`src/rtl/cdb_pkg.sv`:
```
// Shared CDB definitions: slot count, field widths, entry type and slot packing helpers.
// Latency: n/a (types and pure functions only).
// Backpressure: n/a; the CDB itself carries none, consumers capture every valid slot.
package cdb_pkg;

  localparam int CDB_SLOTS = 4;
  localparam int ROB_IDX_W = 4;
  localparam int DATA_W    = 16;

  typedef logic [ROB_IDX_W-1:0] rob_idx_t;
  typedef logic [DATA_W-1:0]    cdb_data_t;

  typedef struct packed {
    rob_idx_t  rob_idx;
    cdb_data_t result;
  } cdb_entry_t;

  // Ascending packed ranges put slot 0 in the most significant position, so a
  // vector of these types has exactly the bit layout of the flat CDB buses.
  typedef logic [0:CDB_SLOTS-1]                cdb_vld_vec_t;
  typedef logic [0:CDB_SLOTS-1][ROB_IDX_W-1:0] cdb_rob_vec_t;
  typedef logic [0:CDB_SLOTS-1][DATA_W-1:0]    cdb_res_vec_t;

  // Lowest bit of slot `slot` in a flat bus whose fields are `width` bits wide.
  function automatic int unsigned slot_lsb(input int unsigned slot, input int unsigned width);
    return width * (CDB_SLOTS - 1 - slot);
  endfunction

  function automatic logic [CDB_SLOTS-1:0] pack_vld(input cdb_vld_vec_t v);
    return v;
  endfunction

  function automatic logic [CDB_SLOTS*ROB_IDX_W-1:0] pack_rob(input cdb_rob_vec_t v);
    return v;
  endfunction

  function automatic logic [CDB_SLOTS*DATA_W-1:0] pack_res(input cdb_res_vec_t v);
    return v;
  endfunction

endpackage

```
`src/rtl/cdb_fu_fifo.sv`:
```
// Two-entry result FIFO for one functional unit.
// Latency: an entry pushed at edge E appears at the head from cycle E+1 (no bypass).
// Backpressure: pushes while full are dropped; the caller gates push with count < 2.
// Ports: clk/rst; push + push_rob/push_res in; pop in; count, head_rob/head_res out.
module cdb_fu_fifo
  import cdb_pkg::*;
(
  input  logic       clk,
  input  logic       rst,
  input  logic       push,
  input  rob_idx_t   push_rob,
  input  cdb_data_t  push_res,
  input  logic       pop,
  output logic [1:0] count,
  output rob_idx_t   head_rob,
  output cdb_data_t  head_res
);

  cdb_entry_t mem_q [2];
  cdb_entry_t mem_d [2];
  logic       wr_ptr_q, wr_ptr_d;
  logic       rd_ptr_q, rd_ptr_d;
  logic [1:0] count_q, count_d;
  logic       do_push, do_pop;

  assign do_push = push & (count_q != 2'd2);
  assign do_pop  = pop  & (count_q != 2'd0);

  always_comb begin
    mem_d    = mem_q;
    wr_ptr_d = wr_ptr_q;
    rd_ptr_d = rd_ptr_q;
    if (do_push) begin
      mem_d[wr_ptr_q] = '{rob_idx: push_rob, result: push_res};
      wr_ptr_d        = ~wr_ptr_q;
    end
    if (do_pop) begin
      rd_ptr_d = ~rd_ptr_q;
    end
    count_d = count_q + 2'(do_push) - 2'(do_pop);
  end

  always_ff @(posedge clk) begin
    if (rst) begin
      wr_ptr_q <= 1'b0;
      rd_ptr_q <= 1'b0;
      count_q  <= 2'd0;
    end else begin
      wr_ptr_q <= wr_ptr_d;
      rd_ptr_q <= rd_ptr_d;
      count_q  <= count_d;
    end
  end

  // Storage needs no reset: an entry is only observed once count says it exists.
  always_ff @(posedge clk) begin
    mem_q <= mem_d;
  end

  assign count    = count_q;
  assign head_rob = mem_q[rd_ptr_q].rob_idx;
  assign head_res = mem_q[rd_ptr_q].result;

endmodule

```
`src/rtl/cdb_arbiter.sv`:
```
// Round-robin arbiter sharing the 4-slot CDB among NUM_FU result ports via per-FU FIFOs.
// Latency: result accepted at edge E is on the registered CDB at edge E+1 at the earliest.
// Backpressure: fu_ready[j] low while FIFO j is full or rst is high; the CDB has none.
// Ports: clk, rst; fu_valid/fu_rob_index_flat/fu_result_flat in, fu_ready out;
//        cdb_valid_flat/cdb_rob_index_flat/cdb_result_flat out (slot 0 in the MSBs).
module cdb_arbiter
  import cdb_pkg::*;
#(
  parameter int NUM_FU = 6
) (
  input  logic                           clk,
  input  logic                           rst,
  input  logic [NUM_FU-1:0]              fu_valid,
  input  logic [ROB_IDX_W*NUM_FU-1:0]    fu_rob_index_flat,
  input  logic [DATA_W*NUM_FU-1:0]       fu_result_flat,
  output logic [NUM_FU-1:0]              fu_ready,
  output logic [CDB_SLOTS-1:0]           cdb_valid_flat,
  output logic [CDB_SLOTS*ROB_IDX_W-1:0] cdb_rob_index_flat,
  output logic [CDB_SLOTS*DATA_W-1:0]    cdb_result_flat
);

  localparam int PTR_W = $clog2(NUM_FU);

  logic [NUM_FU-1:0] push;
  logic [NUM_FU-1:0] pop;
  logic [NUM_FU-1:0] elig;
  logic [1:0]        count    [NUM_FU];
  rob_idx_t          head_rob [NUM_FU];
  cdb_data_t         head_res [NUM_FU];

  logic [PTR_W-1:0]  ptr_q, ptr_d;
  cdb_vld_vec_t      cdb_valid_q, cdb_valid_d;
  cdb_rob_vec_t      cdb_rob_q, cdb_rob_d;
  cdb_res_vec_t      cdb_res_q, cdb_res_d;

  logic [PTR_W:0]    scan_sum;
  logic [PTR_W-1:0]  scan_idx;
  logic [2:0]        n_granted;

  for (genvar j = 0; j < NUM_FU; j++) begin : g_fu
    // Ready looks only at registered occupancy, so a full FIFO stays not-ready
    // even in a cycle where its head is being granted.
    assign fu_ready[j] = ~rst & (count[j] != 2'd2);
    assign push[j]     = fu_valid[j] & fu_ready[j];
    assign elig[j]     = (count[j] != 2'd0);

    cdb_fu_fifo u_fifo (
      .clk      (clk),
      .rst      (rst),
      .push     (push[j]),
      .push_rob (fu_rob_index_flat[ROB_IDX_W*j +: ROB_IDX_W]),
      .push_res (fu_result_flat[DATA_W*j +: DATA_W]),
      .pop      (pop[j]),
      .count    (count[j]),
      .head_rob (head_rob[j]),
      .head_res (head_res[j])
    );
  end

  // Rotating-priority scan starting at ptr; the n-th eligible FU found takes
  // slot n until all slots are used. The pointer lands one past the last grant
  // so FUs skipped this cycle are first in line next cycle.
  always_comb begin
    pop         = '0;
    ptr_d       = ptr_q;
    cdb_valid_d = '0;
    cdb_rob_d   = '0;
    cdb_res_d   = '0;
    n_granted   = '0;
    scan_sum    = '0;
    scan_idx    = '0;
    for (int i = 0; i < NUM_FU; i++) begin
      scan_sum = {1'b0, ptr_q} + (PTR_W+1)'(i);
      if (scan_sum >= (PTR_W+1)'(NUM_FU)) begin
        scan_sum = scan_sum - (PTR_W+1)'(NUM_FU);
      end
      scan_idx = scan_sum[PTR_W-1:0];
      if (elig[scan_idx] && (n_granted < 3'(CDB_SLOTS))) begin
        pop[scan_idx]                = 1'b1;
        cdb_valid_d[n_granted[1:0]]  = 1'b1;
        cdb_rob_d[n_granted[1:0]]    = head_rob[scan_idx];
        cdb_res_d[n_granted[1:0]]    = head_res[scan_idx];
        ptr_d     = (scan_idx == PTR_W'(NUM_FU - 1)) ? '0 : scan_idx + PTR_W'(1);
        n_granted = n_granted + 3'd1;
      end
    end
  end

  always_ff @(posedge clk) begin
    if (rst) begin
      ptr_q       <= '0;
      cdb_valid_q <= '0;
      cdb_rob_q   <= '0;
      cdb_res_q   <= '0;
    end else begin
      ptr_q       <= ptr_d;
      cdb_valid_q <= cdb_valid_d;
      cdb_rob_q   <= cdb_rob_d;
      cdb_res_q   <= cdb_res_d;
    end
  end

  assign cdb_valid_flat     = pack_vld(cdb_valid_q);
  assign cdb_rob_index_flat = pack_rob(cdb_rob_q);
  assign cdb_result_flat    = pack_res(cdb_res_q);

endmodule
```
`config.mk`:
```
export PLATFORM = sky130hd
export DESIGN_NAME = cdb_arbiter
export DESIGN_NICKNAME = d
export VERILOG_FILES = /design/src/rtl/cdb_pkg.sv /design/src/rtl/cdb_fu_fifo.sv /design/src/rtl/cdb_arbiter.sv
export SDC_FILE = /design/constraint.sdc
export NUM_CORES = 1
export LEC_CHECK = 0
export BUFFER_PORTS_ARGS = -buffer_cell sky130_fd_sc_hd__buf_4
export CORE_ASPECT_RATIO = 1.1
export CORE_MARGIN = 2
export CORE_UTILIZATION = 50
export CTS_CLUSTER_DIAMETER = 30
export DETAILED_ROUTE_END_ITERATION = 10
export PLACE_DENSITY = 0.68
export SYNTH_ARGS = -nofsm -noshare
export SYNTH_HDL_FRONTEND = slang
export SYNTH_SLANG_ARGS = --single-unit
export TNS_END_PERCENT = 100
```
`constraint.sdc`:
```
create_clock -name clk -period 13.5 [get_ports clk]
set_clock_uncertainty 0.15 [all_clocks]
set_input_delay 0.675 -clock clk [delete_from_list [all_inputs] [get_ports clk]]
set_output_delay 0.675 -clock clk [all_outputs]
set_load 0.02 [all_outputs]
```
==> load_flow_metrics.sql, run 1 <==
INSERT INTO impl_metrics (metric_group, metric, value, unit) VALUES
('clock_tree', 'cts_max_path_buffers', '3', ''),
('yosys', 'synth_top_family_by_area', 'compound AO/OA/AOI/OAI gates', ''),
('yosys', 'postSynthRegisterBits', '351', ''),
('floorplanning', 'die_area', '43450', 'um^2'),
('yosys', 'yosys.area_share.xor_xnor', '1.084', '%'),
('critical_path', 'max_stage_delay', '1.01', 'ns'),
('floorplanning', 'floorplan.core_area', '41280', 'um^2'),
('critical_path', 'crit_slowest_cell', 'sky130_fd_sc_hd__ha_1', ''),
('detailed_routing', 'postRouteWirelength', '73740', 'um'),
('critical_path', 'crit_chain', 'clkinv_2 > ha_1 > and3b_1 > o21a_1 > a22oi_1 > buf_4 > inv_1 > ha_1 > nand2_1 > a21oi_4 > inv_2 > ha_1 > inv_1 > nor4_1 > or4b_1 > nor4b_1 > nand3_1 > o22a_1 > a21oi_2', ''),
('yosys', 'synthDominantAreaCellType', 'sky130_fd_sc_hd__edfxtp_1', ''),
('critical_path', 'critical_path.most_common_cell', 'sky130_fd_sc_hd__ha_1', ''),
('critical_path', 'critical_setup_path_class', 'reg2reg', ''),
('yosys', 'synth_simple_gate_area_share', '12.55', '%'),
('worst_hold_path', 'holdCritPathClass', 'in2reg', ''),
('detailed_routing', 'drc', '0', ''),
('placement', 'finalWeightedCongestion', '0.9252', ''),
('grt', 'maximum_number_of_pins_on_one_net_before_global_route_repair', '67', ''),
('placement', 'detailedPlacementHpwl', '53850', 'um'),
('floorplanning', 'die_width', '198.9', 'um'),
('yosys', 'yosysTopAreaCellShare', '34.48', '%'),
('yosys', 'synth.area.mux_share', '16.55', '%'),
('detailed_routing', 'drt_first_pass_iters', '7', ''),
('clock_tree', 'post_cts_hold_buffer_count', '0', ''),
('yosys', 'async_reset_ff_share', '0', '%'),
('yosys', 'yosys.area_share.adder', '1.916', '%'),
('timing', 'worst_pin_slew', '1.235', 'ns'),
('grt', 'grt_usage', '33.74', '%'),
('detailed_routing', 'routed-via-count', '17853', ''),
('layout', 'stdcell_count', '2785', ''),
('timing', 'setup_tns', '0', 'ns'),
('flow_run', 'max_capacitance_violation_total', '0', ''),
('yosys', 'synth.yosys.seq_area_share', '45.12', '%'),
('layout', 'layout.core_utilization', '61.29', '%'),
('placement', 'post-place-cells', '2656', ''),
('yosys', 'synth_area_per_cell', '10.34', 'um^2'),
('placement', 'numPortBuffers', '217', ''),
('yosys', 'synthCells', '2021', ''),
('detailed_routing', 'vias_per_cell', '6.410', ''),
('yosys', 'number_of_enable_type_register_cells_in_the_synthesized_netlist', '240', ''),
('clock_tree', 'post_cts.repair.setup_buffers', '0', ''),
('critical_path', 'worst_setup_path_start_kind', 'flip-flop', ''),
('detailed_routing', 'drt_first_iter_violations', '2265', ''),
('detailed_routing', 'ant_nets', '0', ''),
('status', 'outcome', 'complete, no violations', ''),
('timing', 'timing.final.max_slew_violations', '0', ''),
('critical_path', 'path_max_fanout', '48', ''),
('clock_tree', 'clock-sinks', '351', ''),
('clock_tree', 'cts-buffers-inserted', '71', ''),
('clock_tree', 'clock_latency', '0.62', 'ns'),
('yosys', 'ys_top_cells_by_area', 'sky130_fd_sc_hd__edfxtp_1, sky130_fd_sc_hd__mux2i_1, sky130_fd_sc_hd__dfxtp_1', ''),
('layout', 'fraction_of_final_layout_cells_with_drive_strength_greater_than_1', '21.75', '%'),
('clock_tree', 'cts_tree', 'yes', ''),
('detailed_routing', 'post_drt_wl_per_cell', '26.48', 'um'),
('yosys', 'mappedNetlistArea', '20900', 'um^2'),
('clock_tree', 'cts_max_level', '3', ''),
('yosys', 'synth_cell_type_count', '86', ''),
('timing', 'max_clock_freq', '115.3', 'MHz'),
('floorplanning', 'io_pins', '218', ''),
('floorplanning', 'die_height', '218.4', 'um'),
('grt', 'first_global_vias', '16987', ''),
('critical_path', 'cp_data_arrival_time', '9.04', 'ns'),
('clock_tree', 'clock_root_buffer', 'sky130_fd_sc_hd__clkbuf_16', ''),
('timing', 'final_hold_fails', '0', ''),
('yosys', 'synth-compound-area-share', '18.42', '%'),
('yosys', 'synth-warning-count', '0', ''),
('clock_tree', 'ctsResizeCount', '0', ''),
('grt', 'gr-total-overflow', '0', ''),
('layout', 'finalNetCount', '2329', ''),
('timing', 'slew_headroom', '17.66', '%'),
('timing', 'post-route-min-period', '8.677', 'ns');
[metrics by stage]
step                cell area, um^2  hold WS [ns]  setup WS (ns)
floorplan                     20900        0.3432          6.849
global placement              22870        0.3618          5.248
detailed placement            22870        0.3675          5.005
CTS                           25300       0.09004          5.007
global route                  25300        0.1005          4.338
finish                        25300        0.1121          4.823
[placed cells by master (no fill, tap or decap), drive strengths merged, types with 19 or more instances in the layout]
master	instances
a311oi	23
ha	32
o211ai	23
a21oi	91
mux2	30
or2	24
nor3	37
clkinv	19
inv	43
o31a	23
o311ai	40
nand2	177
a21o	21
o22a	21
mux2i	305
o21ai	39
a221o	22
nor2b	36
and3	33
o221ai	21
dfxtp	111
a22oi	19
nand2b	20
nand3	49
edfxtp	240
a31oi	63
or3	29
nor2	129
clkbuf	86
a222oi	40
buf	262
[flip-flops by register name (all words and copies together) (netlist names)]
name	count
g_fu.u_fifo.count	12
cdb_result_flat	64
ptr_q	3
cdb_valid_flat	4
g_fu.u_fifo.mem_q	240
g_fu.u_fifo.rd_ptr_q	6
cdb_rob_index_flat	16
g_fu.u_fifo.wr_ptr_q	6
[final timing paths]
| kind | from | to | depth (start not counted) |
|---|---|---|---|
| max reg2reg | ptr_q[0] | cdb_result_flat[38] | 19 |
| max | ptr_q[0] | cdb_result_flat[38] | 19 |
| min | fu_result_flat[38] | g_fu[2].u_fifo.mem_q[6] | 1 |
| min reg2reg | g_fu[1].u_fifo.wr_ptr_q | g_fu[1].u_fifo.wr_ptr_q | 2 |
[cell usage after synthesis (23+ instances only)]
library cell,count
sky130_fd_sc_hd__o31a_1,23
sky130_fd_sc_hd__a21oi_1,69
sky130_fd_sc_hd__mux2_2,24
sky130_fd_sc_hd__nand3_1,49
sky130_fd_sc_hd__o211ai_1,23
sky130_fd_sc_hd__o21ai_0,34
sky130_fd_sc_hd__o311ai_1,35
sky130_fd_sc_hd__or2_2,23
sky130_fd_sc_hd__nand2_1,176
sky130_fd_sc_hd__clkbuf_1,132
sky130_fd_sc_hd__nor2b_1,36
sky130_fd_sc_hd__nor3_1,36
sky130_fd_sc_hd__mux2i_1,305
sky130_fd_sc_hd__dfxtp_1,111
sky130_fd_sc_hd__a222oi_1,40
sky130_fd_sc_hd__buf_1,24
sky130_fd_sc_hd__and3_1,33
sky130_fd_sc_hd__inv_1,30
sky130_fd_sc_hd__a31oi_1,63
sky130_fd_sc_hd__or3_1,28
sky130_fd_sc_hd__ha_1,32
sky130_fd_sc_hd__nor2_1,129
sky130_fd_sc_hd__edfxtp_1,240
sky130_fd_sc_hd__a311oi_1,23
[routing by layer]
layer	track usage [%]	routed length, um
met1	49.07	32830
met4	12.41	2350
met2	47.84	30900
met3	9.105	7656
met5	0	0
[cell families after synthesis]
group           after synthesis
simple gates                552
mux                         338
xor+xnor                     25
fa+ha+maj                    32
compound gates              501
buf+inv                     222
flops                       351
[final cells by class]
type / instances / area (um^2)
tap: 560 / 700.7
sequential: 351 / 9433
clock inverter: 43 / 548.0
timing repair buffer: 262 / 1967
inverter: 35 / 132.6
multi-input combinational: 1448 / 10640
fill: 3347 / 15980
clock buffer: 86 / 1883
[critical path: cells and delay by family, from the launching register on]
family,cells,cell delay (ns)
AOI/OAI and AO/OA,5,2.45
and+or+nand+nor,6,2.26
adders and majority gates,3,1.72
buffers and inverters,5,1.25
DFF,1,0.69
Power of run 1 is left out: the tool's default activity adds up to more than one toggle a clock period on the data nets, which glitch-free logic cannot reach.
==> run 2, diff against run 1 <==
--- a/config.mk
+++ b/config.mk
@@ -5,6 +5,7 @@
 export SDC_FILE = /design/constraint.sdc
 export NUM_CORES = 1
 export LEC_CHECK = 0
+export ABC_AREA = 1
 export BUFFER_PORTS_ARGS = -buffer_cell sky130_fd_sc_hd__buf_4
 export CORE_ASPECT_RATIO = 1.1
 export CORE_MARGIN = 2
==> constraint.sdc (replaced) <==
create_clock -name clk -period 8.65 [get_ports clk]
set_clock_uncertainty 0.15 [all_clocks]
set_input_delay 0.4325 -clock clk [delete_from_list [all_inputs] [get_ports clk]]
set_output_delay 0.4325 -clock clk [all_outputs]
set_load 0.02 [all_outputs]
==> load_flow_metrics.sql, run 2 <==
INSERT INTO impl_metrics (metric_group, metric, value, unit) VALUES
('critical_path', 'regToRegSetupSlack', '1.81', 'ns'),
('placement', 'post-place-cells', '3772', ''),
('timing', 'slew_headroom', '21.74', '%'),
('timing', 'post-route-min-period', '6.841', 'ns'),
('critical_path', 'worst_ep_required_time', '9.04', 'ns'),
('grt', 'gr-total-overflow', '0', ''),
('yosys', 'synth-warning-count', '0', ''),
('layout', 'fraction_of_final_layout_cells_with_drive_strength_greater_than_1', '13.06', '%'),
('floorplanning', 'die_height', '222.7', 'um'),
('detailed_routing', 'post_drt_wl_per_cell', '20.47', 'um'),
('detailed_routing', 'drc', '0', ''),
('worst_hold_path', 'hold_path_startpoint', 'fu_valid[0]', ''),
('yosys', 'ys.flop_type', 'sky130_fd_sc_hd__edfxtp_1', ''),
('timing', 'timing.final.max_slew_violations', '0', ''),
('yosys', 'yosysTopAreaCellShare', '33.15', '%'),
('yosys', 'number_of_enable_type_register_cells_in_the_synthesized_netlist', '240', ''),
('timing', 'worst_pin_slew', '1.162', 'ns'),
('layout', 'finalNetCount', '3540', ''),
('floorplanning', 'io_pins', '218', ''),
('layout', 'flow.area_growth_from_synthesis', '23.60', '%'),
('clock_tree', 'cts_max_path_buffers', '3', ''),
('grt', 'first_global_vias', '20248', ''),
('detailed_routing', 'postRouteWirelength', '81990', 'um'),
('clock_tree', 'post_cts.repair.setup_buffers', '0', ''),
('detailed_routing', 'drt_first_iter_violations', '2690', ''),
('layout', 'largest_reg_flops', '240', ''),
('floorplanning', 'die_width', '202.8', 'um'),
('layout', 'registers.top_by_ff_count', 'g_fu.u_fifo.mem_q', ''),
('critical_path', 'critPathCaptureType', 'flip-flop', ''),
('layout', 'multi_input_comb_area', '10360', 'um^2'),
('yosys', 'mappedNetlistNets', '3277', ''),
('layout', 'fillers', '3634', ''),
('critical_path', 'critical_path.most_common_cell', 'sky130_fd_sc_hd__ha_1', ''),
('grt', 'grt_pass1_wl', '122900', 'um'),
('yosys', 'postSynthRegisterBits', '351', ''),
('critical_path', 'cp_top_family', 'simple AND/OR/NAND/NOR gates', ''),
('flow_run', 'max_capacitance_violation_total', '0', ''),
('floorplanning', 'initial_core_util', '50.40', '%'),
('yosys', 'yosysMostFrequentCell', 'sky130_fd_sc_hd__nand2_1', ''),
('clock_tree', 'cts_max_level', '2', ''),
('layout', 'stdcell_count', '4006', ''),
('timing', 'min_period_over_period', '79.08', '%'),
('clock_tree', 'cts-buffers-inserted', '59', ''),
('detailed_routing', 'ant_nets', '0', ''),
('yosys', 'mappedNetlistArea', '21740', 'um^2'),
('yosys', 'synth.yosys.seq_area_share', '43.37', '%'),
('critical_path', 'crit_reg_reg_startpoint', 'ptr_q[0]', ''),
('yosys', 'synth_cell_type_count', '45', ''),
('floorplanning', 'floorplan.core_area', '43140', 'um^2'),
('grt', 'maximum_number_of_pins_on_one_net_before_global_route_repair', '102', ''),
('yosys', 'synthCells', '3117', ''),
('timing', 'fin_hold_ws', '0.1292', 'ns'),
('clock_tree', 'clock_latency', '0.61', 'ns'),
('grt', 'number_of_antenna_violations_at_the_first_check_in_global_routing', '2', ''),
('detailed_routing', 'drt_first_pass_iters', '6', ''),
('yosys', 'synthDominantAreaCellType', 'sky130_fd_sc_hd__edfxtp_1', ''),
('timing', 'rsz_0062_raised_after_global_routing', 'false', ''),
('placement', 'finalWeightedCongestion', '0.9905', ''),
('worst_hold_path', 'whs_path_depth', '3', ''),
('timing', 'setup_viol_count_final', '0', ''),
('critical_path', 'cp_data_arrival_time', '7.23', 'ns'),
('floorplanning', 'die_area', '45170', 'um^2'),
('critical_path', 'regToRegEndpoint', 'g_fu[1].u_fifo.count[1]', ''),
('worst_hold_path', 'holdCritPathClass', 'in2reg', ''),
('timing', 'final_hold_fails', '0', ''),
('critical_path', 'worst_setup_path_start_kind', 'flip-flop', ''),
('timing', 'max_clock_freq', '146.2', 'MHz'),
('critical_path', 'r2r.worst_path.cells', '30', ''),
('clock_tree', 'clock_root_buffer', 'sky130_fd_sc_hd__clkbuf_16', ''),
('placement', 'detailedPlacementHpwl', '60120', 'um'),
('placement', 'numPortBuffers', '217', ''),
('yosys', 'async_reset_ff_share', '0', '%'),
('yosys', 'netlist_top_cells_count', 'sky130_fd_sc_hd__nand2_1, sky130_fd_sc_hd__nor2_1, sky130_fd_sc_hd__inv_1, sky130_fd_sc_hd__o21ai_0, sky130_fd_sc_hd__edfxtp_1', ''),
('worst_hold_path', 'whs_endpoint', 'g_fu[0].u_fifo.wr_ptr_q', ''),
('critical_path', 'critical_setup_path_class', 'reg2reg', ''),
('layout', 'area.sequential', '9430', 'um^2'),
('detailed_routing', 'routed-via-count', '22014', ''),
('layout', 'layout_commonest_cell', 'sky130_fd_sc_hd__nand2_1', ''),
('detailed_routing', 'vias_per_cell', '5.495', ''),
('critical_path', 'path_max_fanout', '46', ''),
('grt', 'grt_usage', '35.84', '%'),
('floorplanning', 'placement_rows', '80', ''),
('yosys', 'ys_top_cells_by_area', 'sky130_fd_sc_hd__edfxtp_1, sky130_fd_sc_hd__nand2_1, sky130_fd_sc_hd__dfxtp_1', ''),
('layout', 'layout.cells.most_common_list', 'sky130_fd_sc_hd__nand2_1, sky130_fd_sc_hd__nor2_1, sky130_fd_sc_hd__o21ai_0', ''),
('critical_path', 'max_stage_delay', '0.74', 'ns'),
('clock_tree', 'clock-sinks', '351', ''),
('status', 'outcome', 'complete, no violations', ''),
('yosys', 'synth_area_per_cell', '6.976', 'um^2'),
('critical_path', 'crit_slowest_cell', 'sky130_fd_sc_hd__dfxtp_2', ''),
('clock_tree', 'cts.clk_slew.worst_paths', '0.06', 'ns'),
('timing', 'setup_tns', '0', 'ns'),
('critical_path', 'critical_path.n_buffers_inverters', '7', ''),
('clock_tree', 'cts_tree', 'yes', '');
## run 2: cell types whose count changed after synthesis, sizes merged, moves of 51 or more
cell and change:
a31oi -51, nor2 +243, mux2i -305, inv +272
nand3 +148, nand2 +934, o21ai +268
## run 2: worst max-delay path by stage
stage / from / to / slack, ns / cells after the start
2_1_floorplan: ptr_q[0] / g_fu[2].u_fifo.count[1] / 2.57 / 36
3_3_place_gp: ptr_q[0] / g_fu[2].u_fifo.count[1] / 2.11 / 30
3_5_place_dp: ptr_q[0] / cdb_result_flat[15] / 2.05 / 27
4_1_cts: ptr_q[0] / g_fu[1].u_fifo.count[1] / 1.94 / 30
5_1_grt: ptr_q[0] / g_fu[1].u_fifo.count[1] / 1.28 / 31
6_report: ptr_q[0] / g_fu[1].u_fifo.count[1] / 1.81 / 30
## run 2: metrics by stage
| stage | setup WS (ns) | area [um^2] | utilization [%] |
|---|---|---|---|
| global placement | 2.115 | 23570 | 54.62 |
| CTS | 1.938 | 26870 | 62.29 |
| floorplan | 2.565 | 21740 | - |
| finish | 1.809 | 26870 | 62.29 |
| global route | 1.281 | 26870 | 62.29 |
| detailed placement | 2.047 | 23570 | 54.62 |
## run 2: logic make-up after synthesis
logic type,Yosys count,share of synthesized area (%)
buffers and inverters,480,9.006
adder cells (fa/ha/maj),32,1.841
AO/OA/AOI/OAI,513,12.74
XOR/XNOR,7,0.2820
flip-flops,351,43.37
AND/OR/NAND/NOR,1734,32.77
## run 2: what timing repair did
| action | CTS | global route |
|---|---|---|
| hold endpoints to repair | 250 | 0 |
| resized for setup | 0 | 0 |
| hold buffers | 121 | 0 |
## run 2: cell type report
| cell class | count | area share (%) |
|---|---|---|
| antenna | 1 | 0.009311 |
| clock buffer | 65 | 5.768 |
| clock inverter | 47 | 2.030 |
| inverter | 310 | 4.348 |
| multi-input combinational | 2286 | 38.56 |
| sequential | 351 | 35.09 |
| tap | 574 | 2.672 |
| timing repair buffer | 372 | 11.52 |
## run 2: worst register-to-register path: cells and delay by family (launching register included)
| family | cells | cell delay [ns] |
|---|---|---|
| and+or+nand+nor | 13 | 2.74 |
| DFF | 1 | 0.74 |
| buffers and inverters | 7 | 0.51 |
| adders and majority gates | 6 | 1.99 |
| xor gates and xnor gates | 1 | 0.21 |
| AOI/OAI and AO/OA | 3 | 0.42 |
## run 2: metal layers
layer | track usage (%) | vias up | part of all wire (%)
li1 | - | 10568 | -
met5 | 0 | - | 0
met2 | 57.25 | 1212 | 45
met1 | 49.81 | 10107 | 42
met3 | 5.119 | 127 | 9.2
met4 | 12.62 | 0 | 3.7
Power of run 2 is left out for the same reason.
